[config.mk]
export PLATFORM = sky130hd
export DESIGN_NAME = palette_encoder
export DESIGN_NICKNAME = d
export VERILOG_FILES = /design/src/rtl/palette_pkg.sv /design/src/rtl/palette_level_quant.sv /design/src/rtl/palette_encoder.sv
export SDC_FILE = /design/constraint.sdc
export NUM_CORES = 1
export LEC_CHECK = 0
export BUFFER_PORTS_ARGS = -buffer_cell sky130_fd_sc_hd__buf_4
export CAP_MARGIN = 20
export CORE_UTILIZATION = 50
export CTS_CLUSTER_SIZE = 14
export DETAILED_ROUTE_END_ITERATION = 10
export HOLD_SLACK_MARGIN = 0.05
export PLACE_DENSITY = 0.67
export SLEW_MARGIN = 15
export SYNTH_ARGS = -nofsm -noshare
export SYNTH_HDL_FRONTEND = slang
export SYNTH_SLANG_ARGS = --single-unit
[constraint.sdc]
create_clock -name Clk -period 57.5 [get_ports Clk]
set_input_delay 11.5 -clock Clk [delete_from_list [all_inputs] [get_ports Clk]]
set_output_delay 11.5 -clock Clk [all_outputs]
set_load 0.03 [all_outputs]
[src/rtl/palette_pkg.sv]
// Shared constants and types for the true-color to xterm palette index encoder.
// Level and threshold tables describe the 6-step cube axis used on every channel.
package palette_pkg;

    typedef logic [7:0] pal_idx_t;

    typedef struct packed {
        logic [7:0] r;
        logic [7:0] g;
        logic [7:0] b;
    } rgb_t;

    localparam pal_idx_t PAL_CUBE_BASE  = 8'd16;
    localparam pal_idx_t PAL_GRAY_BASE  = 8'd232;
    localparam int       PAL_GRAY_STEPS = 24;

    // Element [0] is the darkest level; thresholds are the last value mapping to level i.
    localparam logic [5:0][7:0] PAL_LEVEL_VAL = {8'd255, 8'd215, 8'd175, 8'd135, 8'd95, 8'd0};
    localparam logic [4:0][7:0] PAL_LEVEL_THR = {8'd235, 8'd195, 8'd155, 8'd115, 8'd47};

    function automatic logic [15:0] sq_diff(input logic [7:0] a, input logic [7:0] b);
        logic [7:0] d;
        d = (a >= b) ? (a - b) : (b - a);
        return 16'(d) * 16'(d);
    endfunction

endpackage

[src/rtl/palette_level_quant.sv]
// Maps one 8-bit channel value onto the nearest of the six cube levels.
// Ties between two levels resolve to the lower level through the threshold table.
module palette_level_quant
    import palette_pkg::*;
(
    input  logic [7:0] value_i,
    output logic [2:0] level_o,
    output logic [7:0] level_val_o
);

    always_comb begin
        level_o = 3'd0;
        for (int i = 0; i < 5; i++) begin
            if (value_i > PAL_LEVEL_THR[i]) begin
                level_o = 3'(i + 1);
            end
        end
    end

    always_comb begin
        case (level_o)
            3'd0:    level_val_o = PAL_LEVEL_VAL[0];
            3'd1:    level_val_o = PAL_LEVEL_VAL[1];
            3'd2:    level_val_o = PAL_LEVEL_VAL[2];
            3'd3:    level_val_o = PAL_LEVEL_VAL[3];
            3'd4:    level_val_o = PAL_LEVEL_VAL[4];
            default: level_val_o = PAL_LEVEL_VAL[5];
        endcase
    end

endmodule

[src/rtl/palette_encoder.sv]
// Nearest-color encoder: 24-bit RGB in, xterm 256-color index (16..255) out.
// Input capture rank followed by quantize, distance and select ranks; all advance together.
module palette_encoder
    import palette_pkg::*;
#(
    parameter logic GRAY_EN = 1'b1
) (
    input  logic        Clk,
    input  logic        Reset_n,
    input  logic [23:0] rgb_in,
    input  logic        in_valid,
    output logic        in_ready,
    output logic [7:0]  index_out,
    output logic        out_valid,
    input  logic        out_ready
);

    // valid/ready: a transfer happens on a rising edge where valid && ready are both high;
    // the whole pipe freezes while the output holds a pixel the consumer has not taken.
    logic     rst_done_q;
    logic     stall;
    logic     advance;

    logic     v0_q;
    rgb_t     px0_q;

    logic     v1_q;
    rgb_t     px1_q;
    rgb_t     lvv1_q;
    logic [2:0] lr1_q, lg1_q, lb1_q;
    logic [9:0] sum1_q;

    logic     v2_q;
    logic [4:0] k2_q;
    pal_idx_t cube2_q;
    logic [17:0] dc2_q, dg2_q;

    logic     out_valid_q;
    pal_idx_t index_q;

    logic [2:0] lr_d, lg_d, lb_d;
    rgb_t     lvv_d;
    logic [9:0] sum_d;
    logic [4:0] k_d;
    logic [7:0] gv_d;
    logic [17:0] dc_d, dg_d;
    pal_idx_t cube_d;
    pal_idx_t index_d;

    assign stall     = out_valid_q && !out_ready;
    assign advance   = !stall;
    assign in_ready  = Reset_n && rst_done_q && !stall;
    assign out_valid = out_valid_q;
    assign index_out = index_q;

    palette_level_quant u_quant_r (
        .value_i     (px0_q.r),
        .level_o     (lr_d),
        .level_val_o (lvv_d.r)
    );

    palette_level_quant u_quant_g (
        .value_i     (px0_q.g),
        .level_o     (lg_d),
        .level_val_o (lvv_d.g)
    );

    palette_level_quant u_quant_b (
        .value_i     (px0_q.b),
        .level_o     (lb_d),
        .level_val_o (lvv_d.b)
    );

    assign sum_d = 10'(px0_q.r) + 10'(px0_q.g) + 10'(px0_q.b);

    // Gray step k = min(floor((S-9)/30), 23), counted as crossed step boundaries.
    always_comb begin
        k_d = 5'd0;
        for (int j = 1; j < PAL_GRAY_STEPS; j++) begin
            if (sum1_q >= 10'(9 + 30 * j)) begin
                k_d = k_d + 5'd1;
            end
        end
    end

    always_comb begin
        gv_d   = 8'd8 + ({3'b000, k_d} << 3) + ({3'b000, k_d} << 1);
        dc_d   = 18'(sq_diff(px1_q.r, lvv1_q.r)) + 18'(sq_diff(px1_q.g, lvv1_q.g))
               + 18'(sq_diff(px1_q.b, lvv1_q.b));
        dg_d   = 18'(sq_diff(px1_q.r, gv_d)) + 18'(sq_diff(px1_q.g, gv_d))
               + 18'(sq_diff(px1_q.b, gv_d));
        cube_d = PAL_CUBE_BASE + ({5'b00000, lr1_q} * 8'd36) + ({5'b00000, lg1_q} * 8'd6)
               + {5'b00000, lb1_q};
    end

    // Equal distances keep the cube entry.
    always_comb begin
        index_d = cube2_q;
        if (GRAY_EN && (dg2_q < dc2_q)) begin
            index_d = PAL_GRAY_BASE + {3'b000, k2_q};
        end
    end

    always_ff @(posedge Clk) begin
        if (!Reset_n) begin
            rst_done_q  <= 1'b0;
            v0_q        <= 1'b0;
            px0_q       <= '0;
            v1_q        <= 1'b0;
            px1_q       <= '0;
            lvv1_q      <= '0;
            lr1_q       <= 3'd0;
            lg1_q       <= 3'd0;
            lb1_q       <= 3'd0;
            sum1_q      <= 10'd0;
            v2_q        <= 1'b0;
            k2_q        <= 5'd0;
            cube2_q     <= '0;
            dc2_q       <= 18'd0;
            dg2_q       <= 18'd0;
            out_valid_q <= 1'b0;
            index_q     <= '0;
        end else begin
            rst_done_q <= 1'b1;
            if (advance) begin
                v0_q        <= in_valid && in_ready;
                px0_q       <= rgb_t'(rgb_in);
                v1_q        <= v0_q;
                px1_q       <= px0_q;
                lvv1_q      <= lvv_d;
                lr1_q       <= lr_d;
                lg1_q       <= lg_d;
                lb1_q       <= lb_d;
                sum1_q      <= sum_d;
                v2_q        <= v1_q;
                k2_q        <= k_d;
                cube2_q     <= cube_d;
                dc2_q       <= dc_d;
                dg2_q       <= dg_d;
                out_valid_q <= v2_q;
                index_q     <= index_d;
            end
        end
    end

endmodule

Word-level counts from Yosys, hierarchy flattened
Index checks and enable logic that the tools add are counted.

Bits in registers: 153. Bits in latches: 0. RAM bits: 0. Bits in read-only memories: 0. Output and inout port bits: 10. Word-level logic and storage cells: 192. Memories kept: 0.

Add/subtract/negate cells: 46. Multipliers: 8. Divide/modulo/power cells: 0. Magnitude comparators: 45. Equal/unequal tests: 12. Shift operators: 0. Muxes and demuxes: 49. Bitwise logic cells: 0. Reduce and logical (&&, ||, !) cells: 9.

Operator list (count): case mux 8 bit (5 select lines) (3); adder 5 x 1 -> 5 bit (second input constant) (22); 2-to-1 mux 5 bit (22); multiplier 8 x 8 -> 16 bit (6); subtractor 8 bit (12); greater-or-equal comparator 10 x 9 -> 1 bit (second input constant) (8); greater-than comparator 8 bit (second input constant) (9); greater-or-equal comparator 10 bit (second input constant) (7); 2-to-1 mux 8 bit (7); greater-or-equal comparator 10 x 8 -> 1 bit (second input constant) (5); greater-or-equal comparator 8 bit (6); adder 17 x 16 -> 18 bit (2); adder 16 x 16 -> 17 bit (2); greater-than comparator 8 x 6 -> 1 bit (second input constant) (3); greater-than comparator 8 x 7 -> 1 bit (second input constant) (3); greater-or-equal comparator 10 x 7 -> 1 bit (second input constant) (2); == test 3 x 2 -> 1 bit (second input constant) (6); less-than comparator 18 bit (1); 2-to-1 mux 3 bit (6); adder 8 x 6 -> 8 bit (2); 2-to-1 mux 2 bit (6); adder 9 x 8 -> 10 bit (1); greater-or-equal comparator 10 x 6 -> 1 bit (second input constant) (1); adder 8 x 8 -> 9 bit (1); other kinds (12) (26).

Logic depth before layout (Yosys ltp)
Depth after elaboration: 53. Depth in mapped cells: 109. Depth with buffers taken out: 106.

Cells and area by module
Synthesis repeated with hierarchy kept, for this count alone.

Cell total of the unflattened synthesis: 2926. Area, all modules: 24748.7 µm².

By module, submodules not included: palette_encoder (times used 1, cells each 2830, area an instance 24121.9 µm², seq. area each 3062.9 µm²); palette_level_quant (times used 3, cells each 32, area an instance 209.0 µm², seq. area each 0.0 µm²).

Worst setup path after synthesis
Ideal clock, no wire load.

Path type: input to output. Start: in out_ready. End: out in_ready. Data arrival time: 12.465 ns. Data required time: 46.000 ns. Setup slack: 33.535 ns. Stages on the path: 4. Buffers on the path: 2. Path through: nand2b_1 clkbuf_1 clkbuf_1 and3_1.

Word-level cells in the longest chain between the ends: 4.

Ends and longest elaborated chain: start: declaration (line palette_encoder.sv:15) `input logic out_ready`; zero test 1 bit (line palette_encoder.sv:50) `assign stall = out_valid_q && !out_ready;`; logical AND 1 bit (line palette_encoder.sv:50); zero test 1 bit (line palette_encoder.sv:52) `assign in_ready = Reset_n && rst_done_q && !stall;`; logical AND 1 bit (line palette_encoder.sv:52); end: declaration (line palette_encoder.sv:12) `output logic in_ready,`.

Every way passes these cells.

Worst setup path in the final report
Ends and elaborated chain as after synthesis.

==> metrics.txt <==
Post-synth EDFFs=0; critical path launch point type=input port; RSZ-0062 raised after global routing=false; synth top area cells=fa_1 (24%), ha_1 (16%), dfxtp_1 (12%), inv_1 (7.8%), nand2_1 (4.5%); Core ar.=0.04775 mm^2; r2r startpoint=sum1_q[7]; Hold Crit Start=v1_q; Post-CTS Repair Setup Buffers=0; total track usage=23.57%; dpl hpwl=46.62 mm; Syn Nets=3469; drt pass-1 iters=5; critical path startpoint=out_ready; outcome=completed; total vias in the final route=18.78k; Mapped Area=0.02416 mm^2; Post-Synthesis Cells=2843; Nets=3473; CP Class=input port to output port; Final Max Slew Viols=0; WL/cell=16.22 um; DRC viols=0; Die Span X=221.8 um; layout cell share with drive strength beyond 1=6.049%; Synth area leader=fa_1; routed wire length=56.35 mm; Worst Hold Class=flip-flop to flip-flop; critical path cell sequence=buf_4, nand2b_4, and3_1, buf_4; vias per cell=5.403; clk buf depth=2; fmax=42.12 MHz; antenna-violating nets left=0; most frequent cell after synthesis=inv_1; Unique masters post-synth=94; gpl congestion=0.8799; # IOs=38; port buffer count=37; initial DRC count=995; first-pass GRT wire length=94.84 mm; Worst-Margin Slew=1.025 ns; Clock Pin Slew Worst Setup and Hold Paths=0.07 ns; largest net degree at the start of global routing=119; Setup crit end kind=output port; initial antenna violation count=0; Largest stage delay, worst path=0.23 ns; number of synthesized register bits=144; slowest cell on the critical path=nand2b_4; CTS sink cnt=144; CTS tree=built; Root Buffer Master=clkbuf_16; setup TNS=0 ns; sequential area share after synthesis=11.93%; Yosys top cell area share=23.78%; commonest cells in the netlist=inv_1 (499), ha_1 (311), nand2_1 (290); period utilization=41.29%; Arrival @ worst endpoint=12.24 ns; most used cell along the critical path=buf_4; Post-Syn Area per Cell=8.497 um^2; worst clock skew=0.01469 ns; die outline area=0.04920 mm^2; worst skew pair latency=0.45 ns; Fin. Hold Viols=0; post-layout min period=23.74 ns; Final Setup Violations=0; n_diodes=0; area grow syn2layout=6.489%; maxcap violations=0; initial core utilization=50.60%; post-CTS resize count=0; CTS H-tree lvls=4; asr flop ratio synth=0%; Slew headroom=31.69%; Die H=221.8 um; CTS Hold Bufs=0; TritonCTS Buffers=17; Synth warnings=0; FP Rows=80; vias in the first global route=19.60k; Main synth FF type=dfxtp_1; Worst EP required=46.00 ns; GRT overflow=0; Max Fanout on Critical Path=22
==> cells by family after synthesis <==
logic type | share of synthesized area [%]
AOI/OAI and AO/OA | 15.70
and+or+nand+nor | 14.02
xor gates and xnor gates | 6.800
muxes | 2.243
adders and majority gates | 40.08
DFF | 11.93
buffers and inverters | 9.224
==> path summary, 6_finish.rpt <==
kind              depth (start not counted)        end  slack, ns
hold / removal                            2       v1_q       0.47
setup reg to reg                         99  dg2_q[17]      34.22
setup / recovery                          4   in_ready      33.76
hold reg to reg                           2       v1_q       0.47
==> placed cells by master, fill, tap and decap left out, drive strengths merged, types with 28 or more instances in the layout <==
cell,synthesis,layout
nand2,290,290
dfxtp,144,144
and2,55,55
buf,22,69
nand3,29,29
ha,311,311
nand2b,31,31
nor2b,29,29
o21bai,28,28
fa,287,287
inv,504,513
a21o,78,78
nor2,199,199
o21ai,117,117
a21boi,83,83
a21oi,107,107
xor2,50,50
xnor2,101,101
mux2i,48,48
==> sequential cells by signal, indices dropped and copies added, names as in the netlist <==
signal	count
cube2_q	8
v0_q	1
dg2_q	18
k2_q	5
v1_q	1
lvv1_q	15
v2_q	1
index_out	8
px1_q	24
rst_done_q	1
lg1_q	3
out_valid	1
dc2_q	18
lb1_q	3
lr1_q	3
sum1_q	10
px0_q	24
==> final cells by class <==
type	instances	area (um^2)
Inverter	504	1892
Timing Repair Buffer	70	525.5
Multi-Input combinational cell	2110	19060
Clock buffer	18	429.2
Tap cell	615	769.5
Clock inverter	14	165.2
Sequential cell	144	2883
Fill cell	4435	22020
==> metal layers <==
metal / wire length [um] / track usage [%] / share of wire (%) / vias up
met1: 25850 / 30.55 / 46 / 9203
li1: - / - / - / 9221
met4: 906 / 5.197 / 1.6 / 0
met3: 1485 / 2.385 / 2.6 / 64
met2: 28110 / 42.22 / 50 / 287
met5: 0 / 0 / 0 / -
==> metrics by stage <==
stage	worst slack [ns]	utilization, %	area (um^2)	cells	hold WS (ns)
after CTS	33.76	53.87	25720	3474	0.4677
final	33.76	53.88	25730	3475	0.4666
after floorplan	33.53	-	24160	2843	0.4358
after global placement	33.77	52.62	25120	3442	0.4484
after global routing	32.47	53.88	25730	3475	0.4891
after detailed placement	33.76	52.62	25120	3442	0.4580
==> worst max-delay path, delay by kind of cell <==
family                 cells  cell delay (ns)
AND/OR/NAND/NOR            2             0.45
buffers and inverters      2             0.28
Power is left out: the tool's default activity adds up to more than one toggle a clock period on the data nets, which glitch-free logic cannot reach.
